**src/rtl/pad_tltr_engine.sv**
```systemverilog
// pad_tltr_engine: multi-port TH/TR/TL nibble handshake engine.
// Each port serialises a snapshotted nibble payload under SMPC TR toggling.
module pad_tltr_engine #(
    parameter int         NUM_PORTS  = 2,
    parameter int         MAX_NIB    = 16,
    parameter int         TIMEOUT_CE = 4096,
    parameter logic [3:0] IDLE_NIB   = 4'h0
) (
    input  logic                           CLK,
    input  logic                           RST_N,
    input  logic                           SMPC_CE,
    input  logic [7*NUM_PORTS-1:0]         PDRO,
    input  logic [NUM_PORTS-1:0]           EN,
    input  logic [5*NUM_PORTS-1:0]         LEN,
    input  logic [4*MAX_NIB*NUM_PORTS-1:0] PAYLOAD,
    output logic [4*NUM_PORTS-1:0]         DATA_OUT,
    output logic [NUM_PORTS-1:0]           TL_OUT,
    output logic [NUM_PORTS-1:0]           ACTIVE,
    output logic [NUM_PORTS-1:0]           DONE,
    output logic [NUM_PORTS-1:0]           TIMEOUT
);
    localparam int IW = $clog2(MAX_NIB + 1);
    localparam int TW = $clog2(TIMEOUT_CE) + 1;
    localparam int SW = 4 * MAX_NIB;

    localparam logic [TW-1:0] T_LAST = TW'(TIMEOUT_CE - 1);
    localparam logic [IW-1:0] L_MAX  = IW'(MAX_NIB);

    typedef enum logic [1:0] {
        S_IDLE,
        S_XFER,
        S_HOLD
    } state_t;

    // PDRO[4:0] of every port plays no part in the handshake.
    logic [NUM_PORTS-1:0] unused_pdro;

    for (genvar p = 0; p < NUM_PORTS; p++) begin : g_port
        logic [1:0]    ph;
        logic [4:0]    len_raw;
        logic [IW-1:0] len_eff;
        logic [SW-1:0] pay;
        logic [IW+1:0] sel;
        logic          match;

        state_t        st_q, st_d;
        logic [IW-1:0] idx_q, idx_d;
        logic [IW-1:0] len_q, len_d;
        logic [TW-1:0] tmr_q, tmr_d;
        logic [SW-1:0] snap_q, snap_d;
        logic [3:0]    dat_q, dat_d;
        logic          tl_q, tl_d;
        logic          act_q, act_d;
        logic          done_q, done_d;
        logic          to_q, to_d;
        logic          arm_q, arm_d;

        assign unused_pdro[p] = ^PDRO[7*p +: 5];

        assign ph      = PDRO[7*p+5 +: 2];
        assign len_raw = LEN[5*p +: 5];
        assign pay     = PAYLOAD[SW*p +: SW];
        assign sel     = {idx_q, 2'b00};
        assign len_eff = (32'(len_raw) > MAX_NIB) ? L_MAX : IW'(len_raw);

        // Even nibbles are requested with TR=1, odd nibbles with TR=0.
        assign match = (ph == {1'b0, ~idx_q[0]});

        // Per-port state and registered outputs.
        always_ff @(posedge CLK or negedge RST_N) begin
            if (!RST_N) begin
                st_q   <= S_IDLE;
                idx_q  <= '0;
                len_q  <= '0;
                tmr_q  <= '0;
                snap_q <= '0;
                dat_q  <= IDLE_NIB;
                tl_q   <= 1'b1;
                act_q  <= 1'b0;
                done_q <= 1'b0;
                to_q   <= 1'b0;
                arm_q  <= 1'b1;
            end else begin
                st_q   <= st_d;
                idx_q  <= idx_d;
                len_q  <= len_d;
                tmr_q  <= tmr_d;
                snap_q <= snap_d;
                dat_q  <= dat_d;
                tl_q   <= tl_d;
                act_q  <= act_d;
                done_q <= done_d;
                to_q   <= to_d;
                arm_q  <= arm_d;
            end
        end

        // Next state: TH-high/disable abort, then handshake, then stall timeout.
        always_comb begin
            st_d   = st_q;
            idx_d  = idx_q;
            len_d  = len_q;
            tmr_d  = tmr_q;
            snap_d = snap_q;
            dat_d  = dat_q;
            tl_d   = tl_q;
            act_d  = act_q;
            done_d = done_q;
            to_d   = to_q;
            arm_d  = arm_q;
            if (SMPC_CE) begin
                done_d = 1'b0;
                to_d   = 1'b0;
                if (ph == 2'b11 || !EN[p]) begin
                    st_d  = S_IDLE;
                    idx_d = '0;
                    tmr_d = '0;
                    dat_d = IDLE_NIB;
                    tl_d  = 1'b1;
                    act_d = 1'b0;
                    if (ph == 2'b11) begin
                        arm_d = 1'b1;
                    end
                end else begin
                    case (st_q)
                        S_IDLE: begin
                            if (arm_q && ph == 2'b01 && len_eff != '0) begin
                                snap_d = pay;
                                len_d  = len_eff;
                                dat_d  = pay[3:0];
                                tl_d   = 1'b1;
                                idx_d  = IW'(1);
                                tmr_d  = '0;
                                if (len_eff == IW'(1)) begin
                                    st_d   = S_HOLD;
                                    done_d = 1'b1;
                                    act_d  = 1'b0;
                                end else begin
                                    st_d  = S_XFER;
                                    act_d = 1'b1;
                                end
                            end
                        end
                        S_XFER: begin
                            if (match) begin
                                dat_d = snap_q[sel +: 4];
                                tl_d  = ~idx_q[0];
                                idx_d = idx_q + IW'(1);
                                tmr_d = '0;
                                if (idx_q == len_q - IW'(1)) begin
                                    st_d   = S_HOLD;
                                    done_d = 1'b1;
                                    act_d  = 1'b0;
                                end
                            end else if (tmr_q == T_LAST) begin
                                st_d  = S_IDLE;
                                idx_d = '0;
                                tmr_d = '0;
                                dat_d = IDLE_NIB;
                                tl_d  = 1'b1;
                                act_d = 1'b0;
                                to_d  = 1'b1;
                                arm_d = 1'b0;
                            end else if (tmr_q != '1) begin
                                tmr_d = tmr_q + TW'(1);
                            end
                        end
                        default: ;
                    endcase
                end
            end
        end

        assign DATA_OUT[4*p +: 4] = dat_q;
        assign TL_OUT[p]          = tl_q;
        assign ACTIVE[p]          = act_q;
        assign DONE[p]            = done_q;
        assign TIMEOUT[p]         = to_q;
    end

endmodule

```
**config.mk**
```make
export PLATFORM = sky130hd
export DESIGN_NAME = pad_tltr_engine
export DESIGN_NICKNAME = d
export VERILOG_FILES = /design/src/rtl/pad_tltr_engine.sv
export SDC_FILE = /design/constraint.sdc
export NUM_CORES = 1
export LEC_CHECK = 0
export CELL_PAD_IN_SITES_DETAIL_PLACEMENT = 0
export CELL_PAD_IN_SITES_GLOBAL_PLACEMENT = 1
export CORE_ASPECT_RATIO = 1.75
export CORE_MARGIN = 2
export CORE_UTILIZATION = 39
export DETAILED_ROUTE_END_ITERATION = 7
export GPL_TIMING_DRIVEN = 0
export PLACE_DENSITY_LB_ADDON = 0.1
export SLEW_MARGIN = 10
export SYNTH_ARGS = -nofsm -noshare
export SYNTH_HDL_FRONTEND = slang
export SYNTH_SLANG_ARGS = --single-unit
```
**constraint.sdc**
```tcl
create_clock -name CLK -period 2.18 [get_ports CLK]
set_clock_uncertainty 0.15 [all_clocks]
set_input_delay 0.327 -clock CLK [delete_from_list [all_inputs] [get_ports CLK]]
set_output_delay 0.327 -clock CLK [all_outputs]
set_load 0.03 [all_outputs]
```
==> flow_summary.yaml <==
status:
  run_status: "finished, violations left"
  failing_checks: "setup timing"
yosys:
  synth_sequential_area_ratio: 0.497
  yosys-top-cells-area: "dfrtp_1 49%, mux2_2 16%, mux4_2 6.9%, mux2i_1 1.8%, buf_2 1.5%"
  yosys_reg_bits: 194
  proportion_of_register_bits_with_asynchronous_set_or_reset_after_synthesis: 1.00
  syn-num-nets: 958
  avgSynthCellArea_um2: 12.3
  synthesis.yosys.warnings: 0
  synth-edff-count: 0
  syn-cell-area_um2: 9780
  synth_cells: 795
  yosys.cell_types.count: 67
  synthDominantCellAreaShare: 0.486
  synth.largest_area_cell: "dfrtp_1"
  primary_ff_master_synth: "dfrtp_1"
worst_setup_path:
  data_arrival_time_of_the_worst_path_ns: 2.58
  r2r_slack_ns: -0.23
  cpPeakStageDelay_ns: 0.54
  r2r-start: "g_port[0].arm_q"
  worst_path_max_delay_cell: "dfstp_2"
  path_class: "flop to flop"
  cp-end-kind: "flop"
  critical_path_buf_inv_count: 1
  r2r_cells: 6
  worstSetupStartpointType: "flop"
  critical_path.reg2reg.endpoint: "g_port[0].st_q[0]"
  timing.critical_path.required_ns: 2.35
  worst-path-max-fanout: 6
  worstPathCellList: "or3b_4 > a211o_4 > a31o_4 > or2_4 > buf_6 > o31a_1"
  timing.critical_path.max_delay_family: "compound AO/OA/AOI/OAI gates"
route:
  routed.top_layer: "met5"
  finalWirelength_um: 28800
  first_pass_iters: 6
  wire_per_inst_um: 21.4
  route.antenna.remaining_nets: 0
  remaining_routing_drc_violations: 0
  route.layer.met1.wl_um: 9910
  routed-wl-met3_um: 934
  drt_iter0_markers: 308
  vias: 7425
  viasPerCell: 5.52
  met2WireLength_um: 17400
placed_design:
  detailed_place_hpwl_um: 20600
  gp_routability_congestion: 0.769
  io_buffer_count: 160
  dpl_worst_slack_ns: -0.962
run:
  cap_violations: 0
timing:
  unrepaired_setup_endpoints_after_global_routing: "yes"
  slew_headroom: 0.355
  finalHoldViolCount: 0
  worst_slack_ns: -0.234
  finalSetupTns_ns: -17.07
  setup_viol: 95
  max_clock_freq_mhz: 414
  final_max_slew_viol_count: 0
  final_min_period_over_clock_period: 1.11
  worst_slew_pin_slew_ns: 0.964
  final.min_clock_period_ns: 2.41
floorplan:
  dieWidth_um: 124
  floorplan.initialDensity: 0.397
  top_level_ports: 173
  rows: 76
  floorplan.die.height_um: 214
  core_area_um2: 24600
  fp.dieArea_um2: 26400
cts:
  clock_tree.htree_level_count: 4
  clkSinkCount: 194
  clock_tree_buffer_depth: 2
  cts_tree: "yes"
  clk-insertion-delay-late_ns: 0.44
  root_buffer: "clkbuf_16"
  clkTransAtPathRegs_ns: 0.08
  cts_made_buffers: 17
grt:
  pin_count_of_the_biggest_net_entering_global_routing: 106
  first_global_vias: 8088
  grt_overflow_total: 0
  globalRouteTotalUtil: 0.225
  grt_first_pass_wirelength_um: 44600
  antenna_found_initial: 2
pwr:
  power.static_leakage_nw: 5.73
  p_total_w: 0.0145
  power_density_nw_per_um2: 1030
  max-vdd-ir-drop_mv: 0.696
worst_hold_path:
  whs_path_depth: 2
  hold_path.class: "input pin to flop"
  hp-start: "SMPC_CE"
  hold_end: "g_port[0].done_q"
final_layout:
  nets: 1184
  synth_to_layout_area_growth_pct: 43.1
  final_layout_size_suffix_gt1_frac: 0.365
## stage by stage
step                      cells  instance area, um2  hold WS, ns   util
after CTS                  1321               13500        0.108  0.546
after global routing       1346               14000        0.153  0.569
final                      1346               14000        0.137  0.569
after global placement     1267               11900        0.319  0.482
after detailed placement   1268               11900        0.301  0.483
after floorplan             795                9870       -0.119      -
## layer usage
metal,global-route usage,up-vias
met2,0.449,141
met3,0.0399,31
met5,0,-
li1,-,3419
met1,0.226,3832
met4,0.0788,2
## area by class of cell
type,count,area [um2]
clock inverter,11,116
buffer,49,493
timing repair buffer,212,2200
sequential,194,4870
clock buffer,20,467
antenna,1,2.50
multi-input combinational,530,5400
fill,2078,10600
inverter,17,63.8
tap,312,390
## sequential cells by signal (all words and copies together) (netlist names)
register	cells
g_port.arm_q	2
g_port.dat_q	8
g_port.tmr_q	26
g_port.snap_q	128
g_port.idx_q	10
g_port.done_q	2
g_port.tl_q	2
g_port.st_q	4
g_port.len_q	10
g_port.to_q	2
## synth_stat cells, drive strengths merged, types with 3 or more instances
library cell  instances
dfrtp               190
mux2                136
buf                  43
nand2                37
nor2                 37
mux4                 30
o21ai                30
nand3                24
o31ai                19
mux2i                18
inv                  16
a21oi                13
nand2b               13
nor2b                13
or4                  13
clkbuf               11
nor3                 11
nor4                 11
nand4                 8
xnor2                 8
nand3b                7
xor2                  7
ha                    6
o21bai                6
or3                   6
a2111oi               5
a211o                 5
a22o                  5
nand4b                5
or2                   5
a31oi                 4
dfstp                 4
o22ai                 4
o41ai                 4
a21boi                3
a21o                  3
and3                  3
nor4b                 3
o211ai                3
## cells by family after synthesis
| group | share of synthesized area |
|---|---|
| muxes | 0.244 |
| DFF | 0.497 |
| AOI/OAI and AO/OA | 0.0861 |
| and+or+nand+nor | 0.116 |
| adders and majority gates | 0.00767 |
| buffers and inverters | 0.0359 |
| xor gates and xnor gates | 0.0134 |
## placed cells by master, fill, tap and decap left out, types with 7 or more instances in the layout
master           netlist  routed
dfrtp_1              190     184
clkdlybuf4s50_1        0     153
mux2_2               136      70
mux2_4                 0      66
buf_4                  9      41
nand2_1               37      37
nor2_1                37      30
mux4_2                30      30
o21ai_0               28      23
buf_6                  2      22
nand3_1               24      22
clkbuf_16              0      19
mux2i_1               18      17
inv_1                 16      16
buf_12                 0      13
nand2b_1              13      12
o31ai_1               19      12
nor2b_1               13      12
or4_1                 13       9
a21oi_1               13       9
nand4_1                8       8
buf_2                 29       7
nor4_4                 0       7
nand3b_1               7       7
## worst reg2reg max path, stage by stage (launching register included)
cell	delay, ns
dfstp_2	0.54
or3b_4	0.38
a211o_4	0.29
a31o_4	0.27
or2_4	0.26
buf_6	0.14
o31a_1	0.27
## how the worst max path moves through the flow
stage | from | endpoint | slack, ns | depth (start not counted)
floorplan | g_port[0].arm_q | g_port[0].st_q[0] | -0.18 | 7
global placement | RST_N | g_port[1].snap_q[58] | -7.88 | 1
detailed placement | PDRO[6] | g_port[0].tmr_q[9] | -0.96 | 8
CTS | g_port[0].arm_q | g_port[0].st_q[0] | -0.25 | 7
global route | g_port[0].arm_q | g_port[0].st_q[0] | -0.27 | 6
finish | g_port[0].arm_q | g_port[0].st_q[0] | -0.23 | 6
## where the power goes
part	leakage (nW)	switching [W]	total, W	internal (W)
combinational	2.98	0.00229	0.00557	0.00328
sequential	2.46	0.000788	0.00572	0.00494
clock	0.284	0.00150	0.00320	0.00170
## repair_timing
item                                   4_1_cts  5_1_grt
setup endpoints to repair                  195      188
resized for setup                          190       98
setup buffers                               16       28
cloned                                       6        4
hold buffers                                 1        0
endpoints found under the hold margin      102        0
pin swaps                                   20       20
Note: power is estimated with default switching activity, not from simulation.
